`config.mk`:
```
export PLATFORM = sky130hd
export DESIGN_NAME = mem_arbiter_flat
export DESIGN_NICKNAME = d
export VERILOG_FILES = /design/src/rtl/mem_arb_pkg.sv /design/src/rtl/mem_arbiter_if.sv /design/src/rtl/arb_rr_pick.sv /design/src/rtl/mem_arbiter.sv /design/src/flat_wrapper.sv
export SDC_FILE = /design/constraint.sdc
export NUM_CORES = 1
export LEC_CHECK = 0
export CAP_MARGIN = 15
export CORE_ASPECT_RATIO = 1.5
export CORE_UTILIZATION = 40
export DETAILED_ROUTE_END_ITERATION = 6
export HOLD_SLACK_MARGIN = 0.06
export PLACE_DENSITY = 0.81
export SYNTH_ARGS = -nofsm -noshare
export SYNTH_HDL_FRONTEND = slang
export SYNTH_HIERARCHICAL = 1
export SYNTH_SLANG_ARGS = --single-unit
```
`constraint.sdc`:
```
create_clock -name clk -period 3.7 [get_ports clk]
set_clock_uncertainty 0.2 [all_clocks]
set_input_delay 0.74 -clock clk [delete_from_list [all_inputs] [get_ports clk]]
set_output_delay 0.74 -clock clk [all_outputs]
set_load 0.01 [all_outputs]
```
`src/rtl/mem_arb_pkg.sv`:
```
// mem_arb_pkg: shared types and constants for the two-master memory arbiter.
package mem_arb_pkg;
    typedef enum logic [1:0] {IDLE, BUSY, RESP} arb_state_t;
    typedef logic master_id_t;
    localparam logic [2:0]  MEM_MODE_WORD = 3'b111;
    localparam logic [31:0] ARB_ERR_RDATA = 32'hDEAD_BEEF;
endpackage

```
`src/rtl/mem_arbiter_if.sv`:
```
// mem_arbiter_if: per-master request/response bus plus the downstream memory port.
interface mem_arbiter_if #(
    parameter int XLEN = 32
);
    logic [1:0]            m_req, m_wen, m_ack, m_err;
    logic [1:0][2:0]       m_mode;
    logic [1:0][XLEN-1:0]  m_addr, m_wdata, m_rdata;
    logic                  mem_req, mem_wen, mem_ready, grant_id;
    logic [2:0]            mem_mode;
    logic [XLEN-1:0]       mem_addr, mem_dat_o, mem_dat_i;

    modport slave (
        input  m_req, m_wen, m_mode, m_addr, m_wdata, mem_dat_i, mem_ready,
        output m_rdata, m_ack, m_err, mem_req, mem_wen, mem_mode, mem_addr, mem_dat_o, grant_id
    );
    modport master (
        output m_req, m_wen, m_mode, m_addr, m_wdata, mem_dat_i, mem_ready,
        input  m_rdata, m_ack, m_err, mem_req, mem_wen, mem_mode, mem_addr, mem_dat_o, grant_id
    );
endinterface

```
`src/rtl/arb_rr_pick.sv`:
```
// arb_rr_pick: two-way round-robin pick; a tie goes to the master that did not win last.
module arb_rr_pick
    import mem_arb_pkg::*;
(
    input  logic [1:0] req,
    input  master_id_t last_grant,
    output logic       valid,
    output master_id_t winner
);
    always_comb begin
        valid  = |req;
        winner = (req == 2'b11) ? ~last_grant : req[1];
    end
endmodule

```
`src/rtl/mem_arbiter.sv`:
```
// mem_arbiter: round-robin sharing of one memory port between two masters, one access in flight.
// Define MEM_ARB_TIMEOUT_EN to abort an access stuck in BUSY for TIMEOUT cycles.
module mem_arbiter
    import mem_arb_pkg::*;
#(
    parameter int XLEN    = 32,
    parameter int TIMEOUT = 255
) (
    input logic          clk,
    input logic          rst,
    mem_arbiter_if.slave bus
);
    arb_state_t state;
    master_id_t last_grant, winner;
    logic       pick_valid;

    arb_rr_pick u_pick (
        .req        (bus.m_req),
        .last_grant (last_grant),
        .valid      (pick_valid),
        .winner     (winner)
    );

`ifdef MEM_ARB_TIMEOUT_EN
    logic [7:0] wait_cnt;
    logic       timed_out;
    assign timed_out = wait_cnt == 8'(TIMEOUT);
`else
    logic unused_cfg;
    assign unused_cfg = ^{8'(TIMEOUT), ARB_ERR_RDATA};
    assign bus.m_err  = '0;
`endif

    always_ff @(posedge clk) begin
        if (!rst) begin
            state         <= IDLE;
            last_grant    <= 1'b1;
            bus.mem_req   <= 1'b0;
            bus.mem_wen   <= 1'b0;
            bus.mem_mode  <= '0;
            bus.mem_addr  <= '0;
            bus.mem_dat_o <= '0;
            bus.grant_id  <= 1'b0;
            bus.m_rdata   <= '0;
            bus.m_ack     <= '0;
`ifdef MEM_ARB_TIMEOUT_EN
            bus.m_err     <= '0;
            wait_cnt      <= '0;
`endif
        end else begin
            case (state)
                IDLE: if (pick_valid) begin
                    bus.mem_req   <= 1'b1;
                    bus.mem_wen   <= bus.m_wen[winner];
                    bus.mem_mode  <= bus.m_mode[winner];
                    bus.mem_addr  <= bus.m_addr[winner];
                    bus.mem_dat_o <= bus.m_wdata[winner];
                    bus.grant_id  <= winner;
`ifdef MEM_ARB_TIMEOUT_EN
                    wait_cnt      <= '0;
`endif
                    state         <= BUSY;
                end
                BUSY: if (bus.mem_ready) begin
                    bus.m_rdata[bus.grant_id] <= bus.mem_dat_i;
                    bus.m_ack[bus.grant_id]   <= 1'b1;
                    bus.mem_req               <= 1'b0;
                    bus.mem_wen               <= 1'b0;
                    last_grant                <= bus.grant_id;
                    state                     <= RESP;
`ifdef MEM_ARB_TIMEOUT_EN
                end else if (timed_out) begin
                    bus.m_rdata[bus.grant_id] <= XLEN'(ARB_ERR_RDATA);
                    bus.m_ack[bus.grant_id]   <= 1'b1;
                    bus.m_err[bus.grant_id]   <= 1'b1;
                    bus.mem_req               <= 1'b0;
                    last_grant                <= bus.grant_id;
                    state                     <= RESP;
                end else begin
                    wait_cnt <= wait_cnt + 8'd1;
`endif
                end
                RESP: begin
                    bus.m_ack <= '0;
`ifdef MEM_ARB_TIMEOUT_EN
                    bus.m_err <= '0;
`endif
                    state     <= IDLE;
                end
                default: state <= IDLE;
            endcase
        end
    end
endmodule

```
`src/flat_wrapper.sv`:
```
// flat-port wrapper written by rule: the top's interface ports become plain ports
module mem_arbiter_flat import mem_arb_pkg::*;
#(
    parameter int XLEN    = 32,
    parameter int TIMEOUT = 255
)
  (clk, rst, bus_m_req, bus_m_wen, bus_m_mode, bus_m_addr, bus_m_wdata, bus_mem_dat_i, bus_mem_ready, bus_m_rdata, bus_m_ack, bus_m_err, bus_mem_req, bus_mem_wen, bus_mem_mode, bus_mem_addr, bus_mem_dat_o, bus_grant_id);
  mem_arbiter_if #(.XLEN(XLEN)) bus_i ();
  input logic clk;
  input logic rst;
  input wire logic [$bits(bus_i.m_req)-1:0] bus_m_req;
  input wire logic [$bits(bus_i.m_wen)-1:0] bus_m_wen;
  input wire logic [$bits(bus_i.m_mode)-1:0] bus_m_mode;
  input wire logic [$bits(bus_i.m_addr)-1:0] bus_m_addr;
  input wire logic [$bits(bus_i.m_wdata)-1:0] bus_m_wdata;
  input wire logic [$bits(bus_i.mem_dat_i)-1:0] bus_mem_dat_i;
  input wire logic [$bits(bus_i.mem_ready)-1:0] bus_mem_ready;
  output wire logic [$bits(bus_i.m_rdata)-1:0] bus_m_rdata;
  output wire logic [$bits(bus_i.m_ack)-1:0] bus_m_ack;
  output wire logic [$bits(bus_i.m_err)-1:0] bus_m_err;
  output wire logic [$bits(bus_i.mem_req)-1:0] bus_mem_req;
  output wire logic [$bits(bus_i.mem_wen)-1:0] bus_mem_wen;
  output wire logic [$bits(bus_i.mem_mode)-1:0] bus_mem_mode;
  output wire logic [$bits(bus_i.mem_addr)-1:0] bus_mem_addr;
  output wire logic [$bits(bus_i.mem_dat_o)-1:0] bus_mem_dat_o;
  output wire logic [$bits(bus_i.grant_id)-1:0] bus_grant_id;
  assign bus_i.m_req = bus_m_req;
  assign bus_i.m_wen = bus_m_wen;
  assign bus_i.m_mode = bus_m_mode;
  assign bus_i.m_addr = bus_m_addr;
  assign bus_i.m_wdata = bus_m_wdata;
  assign bus_i.mem_dat_i = bus_mem_dat_i;
  assign bus_i.mem_ready = bus_mem_ready;
  assign bus_m_rdata = bus_i.m_rdata;
  assign bus_m_ack = bus_i.m_ack;
  assign bus_m_err = bus_i.m_err;
  assign bus_mem_req = bus_i.mem_req;
  assign bus_mem_wen = bus_i.mem_wen;
  assign bus_mem_mode = bus_i.mem_mode;
  assign bus_mem_addr = bus_i.mem_addr;
  assign bus_mem_dat_o = bus_i.mem_dat_o;
  assign bus_grant_id = bus_i.grant_id;
  mem_arbiter #(.XLEN(XLEN), .TIMEOUT(TIMEOUT)) u_core (.clk(clk), .rst(rst), .bus(bus_i));
endmodule
```
Word level (Yosys, flattened, before mapping)
Index checks and enable logic that the tools add are counted.

storage, ports and cells
  logic and storage cells = 55
  output and inout port bits = 138
  register bits after elaboration = 139
  input port bits = 173

operators by class
  equal/unequal tests = 5
  reductions and logical operators = 10
  order comparisons = 3
  mux-type cells = 24
  bitwise gates (word level) = 2

operators by type and width
  cell                number
  $mux 32             5
  $bwmux 64           1
  $demux 32 s1        1
  $pmux 2 s2          2
  $reduce_and 2->1    4
  $mux 1              7
  $mux 2              3
  $mux 3              2
  $eq 2x2->1 const B  2
  $lt 1x2->1 const B  2
  $pmux 1 s2          2
  $reduce_bool 2->1   2
  $reduce_and 3->1    1
  $eq 2x1->1 const B  1
  $logic_not 2->1     1
  $ne 2x1->1 const B  1
  $ne 2x2->1 const B  1
  $or 2x2->2          1
  $reduce_or 2->1     1
  $demux 1 s1         1
  $ge 1x1->1 const B  1
  $logic_and 1x1->1   1
  $not 1->1           1

Depth between registers and ports, before layout
  depth after elaboration = 7
  mapped depth = 7
  mapped depth without buffers = 4

Modules after synthesis
The synthesis kept the hierarchy.

modules (own cells, without submodules)
  module       cells an instance  sequential area each (um^2)  times used  area each (um^2)
  mem_arbiter  623                2782.7                       1           5941.9
  arb_rr_pick  2                  0.0                          1           13.8

Worst setup path after synthesis
No wires, ideal clock.

  path type = input port to flip-flop
  from = in bus_m_req[1]
  to = reg u_core.bus.mem_addr[0]
  required time = 3384 ps
  arrival time = 1715 ps
  setup slack = 1669 ps
  library setup time = 116 ps
  stages = 6
  cell sequence = or2_1 -> nor3b_2 -> buf_6 -> buf_6 -> buf_6 -> o211a_1

on the way
  word-level cells in the longest chain between the ends = 4
  elaborated cells between the ends (all ways) = 6
  those cells by class = eq/ne: 1; mux: 3; reduce/logical: 2

ends and longest elaborated chain
  item                                        RTL line              source
  start: declaration                          flat_wrapper.sv:11    input wire logic [$bits(bus_i.m_req)-1:0] bus_m_req;
  $eq 2x2->1                                  arb_rr_pick.sv:12     winner = (req == 2'b11) ? ~last_grant : req[1];
  $mux 1                                      arb_rr_pick.sv:12
  $mux 32 (implied by the code) (2 in a row)  mem_arbiter.sv:56     bus.mem_addr <= bus.m_addr[winner];
  end signal: assignment                      mem_arbiter.sv:56
  end: declaration                            mem_arbiter_if.sv:14  output m_rdata, m_ack, m_err, mem_req, mem_wen, mem_mode, mem_addr, mem_dat_o, grant_id

Parallel ways exist; a longest one is shown, timed or not. The select of a mux whose other input is x is not followed.
A chain may end at the register's enable or synchronous reset.

Worst setup path in the final report
  from = in bus_m_req[0]
  to = reg u_core.bus.mem_dat_o[29]

on the way
  elaborated cells between the ends (all ways) = 6
  those cells by class = eq/ne: 1; mux: 3; reduce/logical: 2

RTL lines
  item                        RTL line              source
  $reduce_or 2->1             arb_rr_pick.sv:11     valid = |req;
  net u_core.pick_valid       mem_arbiter.sv:15     logic pick_valid;
  $reduce_and 2->1 (no line)  n/a
  end signal: assignment      mem_arbiter.sv:57     bus.mem_dat_o <= bus.m_wdata[winner];
  end: declaration            mem_arbiter_if.sv:14

The timed path passes the listed nets, and every way through them passes these cells. The select of a mux whose other input is x is not followed.

==> results.md <==
* Post-synthesis cell area at between 5000 and 6000 sq um
* HPWL Detailed at ~12 mm
* Sequential area share after synthesis at 0.467
* Ys Warns at 6
* CTS tree: yes
* Placer Congestion at a little under 0.8
* Status: completed
* Final min period at roughly 2400 ps
* Detailed-route via count at between 5,000 and 6,000
* Port Buf Inserts at between 300 and 400
* Number of global-route vias before repair at between 5,000 and 6,000
* Routed vias/inst at approximately 4.9
* Max-Slew Margin vs Limit at 0.529
* Layout cells sized above 1 at 0.0604
* R2R depth at 4
* Detailed Routing Iterations Pass 1 at 6
* Max-Cap Viols at 0
* Final std cells w/o fill at roughly 1,100
* RSZ-0062 raised after global routing: false
* Yosys top cell area share at 0.467
* Arrival time worst endpoint at 2510 ps
* Async SR Flop Fraction at 0
* GRT overflow at 0
* Core Region at approximately 15,000 sq um
* Final wirelength at approximately 17 mm
* Die area at about 15,000 sq um
* Peak supply drop at ~0.25 mV
* Fin Setup TNS at 0 ps
* Post-synth EDFFs at 0
* Nets at between 1,000 and 1,500
* Antenna violations before repair at 0
* Crit-path max FO at approximately 140
* Worst-skew pair later-pin latency at around 400 ps
* Largest net degree at the start of global routing at 137
* Die span in x at roughly 100 um
* Synth Instances at 625
* Post-CTS Setup Bufs at 0
* Hold path depth at 2
* Area delta synth->final at 60.5%
* DR iter-0 viols at between 150 and 200
* Num ports at about 310
* Nature of the critical path startpoint: input port
* Num CTS Buffers at 17
* Setup violators final at 0
* Worst R2R End: u_core/bus.m_rdata[2]$_SDFFE_PN0P_
* Maximum clock frequency at roughly 0.42 GHz
* CTS root buffer: clkbuf_16
* #FFs+latches synth at 139
* Total track usage at 0.214
* Synth cell count leaders: 139 x dfxtp_1, 132 x nand2_1, 70 x mux2i_1, 67 x o211a_1, 64 x nand3_1
* Worst R2R Start: u_core/state[0]$_SDFFE_PN0P_
* Setup crit start: bus_m_req[0]
* ANT cells at 0
* Hold buffer count at cts at 0
* Total placed cells including tap cells at between 1,000 and 1,500
* Longest Clk Path Bufs at 2
* Most common cell in the netlist: dfxtp_1
* Clock sink count at 139
* Top_reg_cell synth: dfxtp_1
* Resize count post-CTS at 0
* Lkg Pwr at 4.10 nW
* H-tree levels at 4
* Met1 Usage GRT at 0.230
* Actual slew at the worst max-slew pin at 706 ps
* Count of different cell masters after synthesis at 34
* Max Slew Vio Count at 0
* Final hold vios at 0
* # rows at 54
* Area contributors post-synth: dfxtp_1 47%, mux2i_1 12%, o211a_1 11%
* Power Density at between 400 and 500 nW/um^2
* CP Capture Type: flip-flop
* Crit path kind: in -> reg
* Antenna Violating Nets Remaining at 0
* Worst-path clk slew at approximately 60 ps
* WL/cell at 15.0 um
* Met2 Usage GRT at 0.379
* Final critical-path share of the clock period at 0.650
* Flop-to-flop setup slack at around 1700 ps
* GR Util met3 at 0.0669
* Starting Density at 0.410
* Drt drc at 0
* Min-Delay Path Class: reg -> reg
* Die Ht at between 150 and 200 um
* Most used routing layer: met2
* Worst path required time at 3800 ps
* First-pass GRT wire length at around 25 mm
* Dominant cell type by area after synthesis: dfxtp_1
* Mean Syn Cell Area at approximately 9.5 sq um
* Worst setup path end: u_core/bus.mem_dat_o[29]$_SDFFE_PN0P_
power by group:
part	internal [mW]	switching, mW	leakage [nW]
Combinational	0.468	0.326	2.67
Clock	1.00	0.692	0.292
Sequential	1.60	0.0586	1.14
Total	3.07	1.08	4.10
per-layer routing:
layer | share of wire | wire (um)
met1 | 0.38 | 6380
met2 | 0.52 | 8610
met3 | 0.071 | 1190
met4 | 0.025 | 420
met5 | 0 | 0
per-stage QoR:
step	hold slack (ps)	util	total power [mW]	setup slack, ps	cell area [sq um]
final	245	0.658	4.15	1290	9560
after global placement	235	0.617	2.48	934	8960
after global routing	259	0.658	4.34	1180	9560
after floorplan	273	-	2.06	1670	5960
after CTS	248	0.658	4.20	1310	9560
after detailed placement	238	0.617	2.49	863	8960
area by class of cell:
type	instances	area (sq um)
inverters	2	7.51
clock buffers	20	467
clock inverters	12	130
flip-flops and latches	139	2780
well taps	196	245
repair buffers	315	3200
multi-input cells	422	2730
fillers	1206	4970
worst max-delay path, stage by stage:
cell and delay (ps):
clkdlybuf4s50_1 550, or2_1 180, nor3b_4 230, buf_12 410
nand2_1 130, o211a_1 160
kinds of logic (layout without fill, tap and decap cells):
| logic type | after synthesis | count (layout) | share of synthesized area |
|---|---|---|---|
| compound gates | 138 | 138 | 0.179 |
| mux | 71 | 71 | 0.120 |
| flops | 139 | 139 | 0.467 |
| simple gates | 211 | 211 | 0.155 |
| buf+inv | 65 | 349 | 0.0786 |
| other cells | 1 | 2 | 0.000630 |
cells in the final DEF (no fill, tap or decap), types with 2 or more instances in the layout:
cell and n:
clkdlybuf4s50_1 307, dfxtp_1 139, nand2_1 132, mux2i_1 70, o211a_1 67, nand3_1 64
o21ai_1 42, clkbuf_16 17, o21ai_0 17, o21ai_2 8, clkinv_4 5, nor2_1 5
buf_12 5, clkbuf_8 3, inv_6 3, inv_8 2, inv_1 2, conb_1 2
buf_4 2
how the worst min path moves through the flow:
stage                                             start                                   to  slack [ps]
detailed placement  u_core/bus.m_rdata[28]$_SDFFE_PN0P_  u_core/bus.m_rdata[28]$_SDFFE_PN0P_         240
finish              u_core/bus.m_rdata[28]$_SDFFE_PN0P_  u_core/bus.m_rdata[28]$_SDFFE_PN0P_         250
global route        u_core/bus.m_rdata[28]$_SDFFE_PN0P_  u_core/bus.m_rdata[28]$_SDFFE_PN0P_         260
global placement    u_core/bus.m_rdata[39]$_SDFFE_PN0P_  u_core/bus.m_rdata[39]$_SDFFE_PN0P_         230
CTS                 u_core/bus.m_rdata[56]$_SDFFE_PN0P_  u_core/bus.m_rdata[56]$_SDFFE_PN0P_         250
floorplan           u_core/bus.m_rdata[10]$_SDFFE_PN0P_  u_core/bus.m_rdata[10]$_SDFFE_PN0P_         270
registers in the layout, summed over array words and instances (netlist names):
| name | cells |
|---|---|
| u_core/bus.grant_id | 1 |
| u_core/bus.m_ack | 2 |
| u_core/bus.m_rdata | 64 |
| u_core/bus.mem_addr | 32 |
| u_core/bus.mem_dat_o | 32 |
| u_core/bus.mem_mode | 3 |
| u_core/bus.mem_req | 1 |
| u_core/bus.mem_wen | 1 |
| u_core/last_grant | 1 |
| u_core/state | 2 |
No activity file was read; power rests on OpenSTA's default activity.
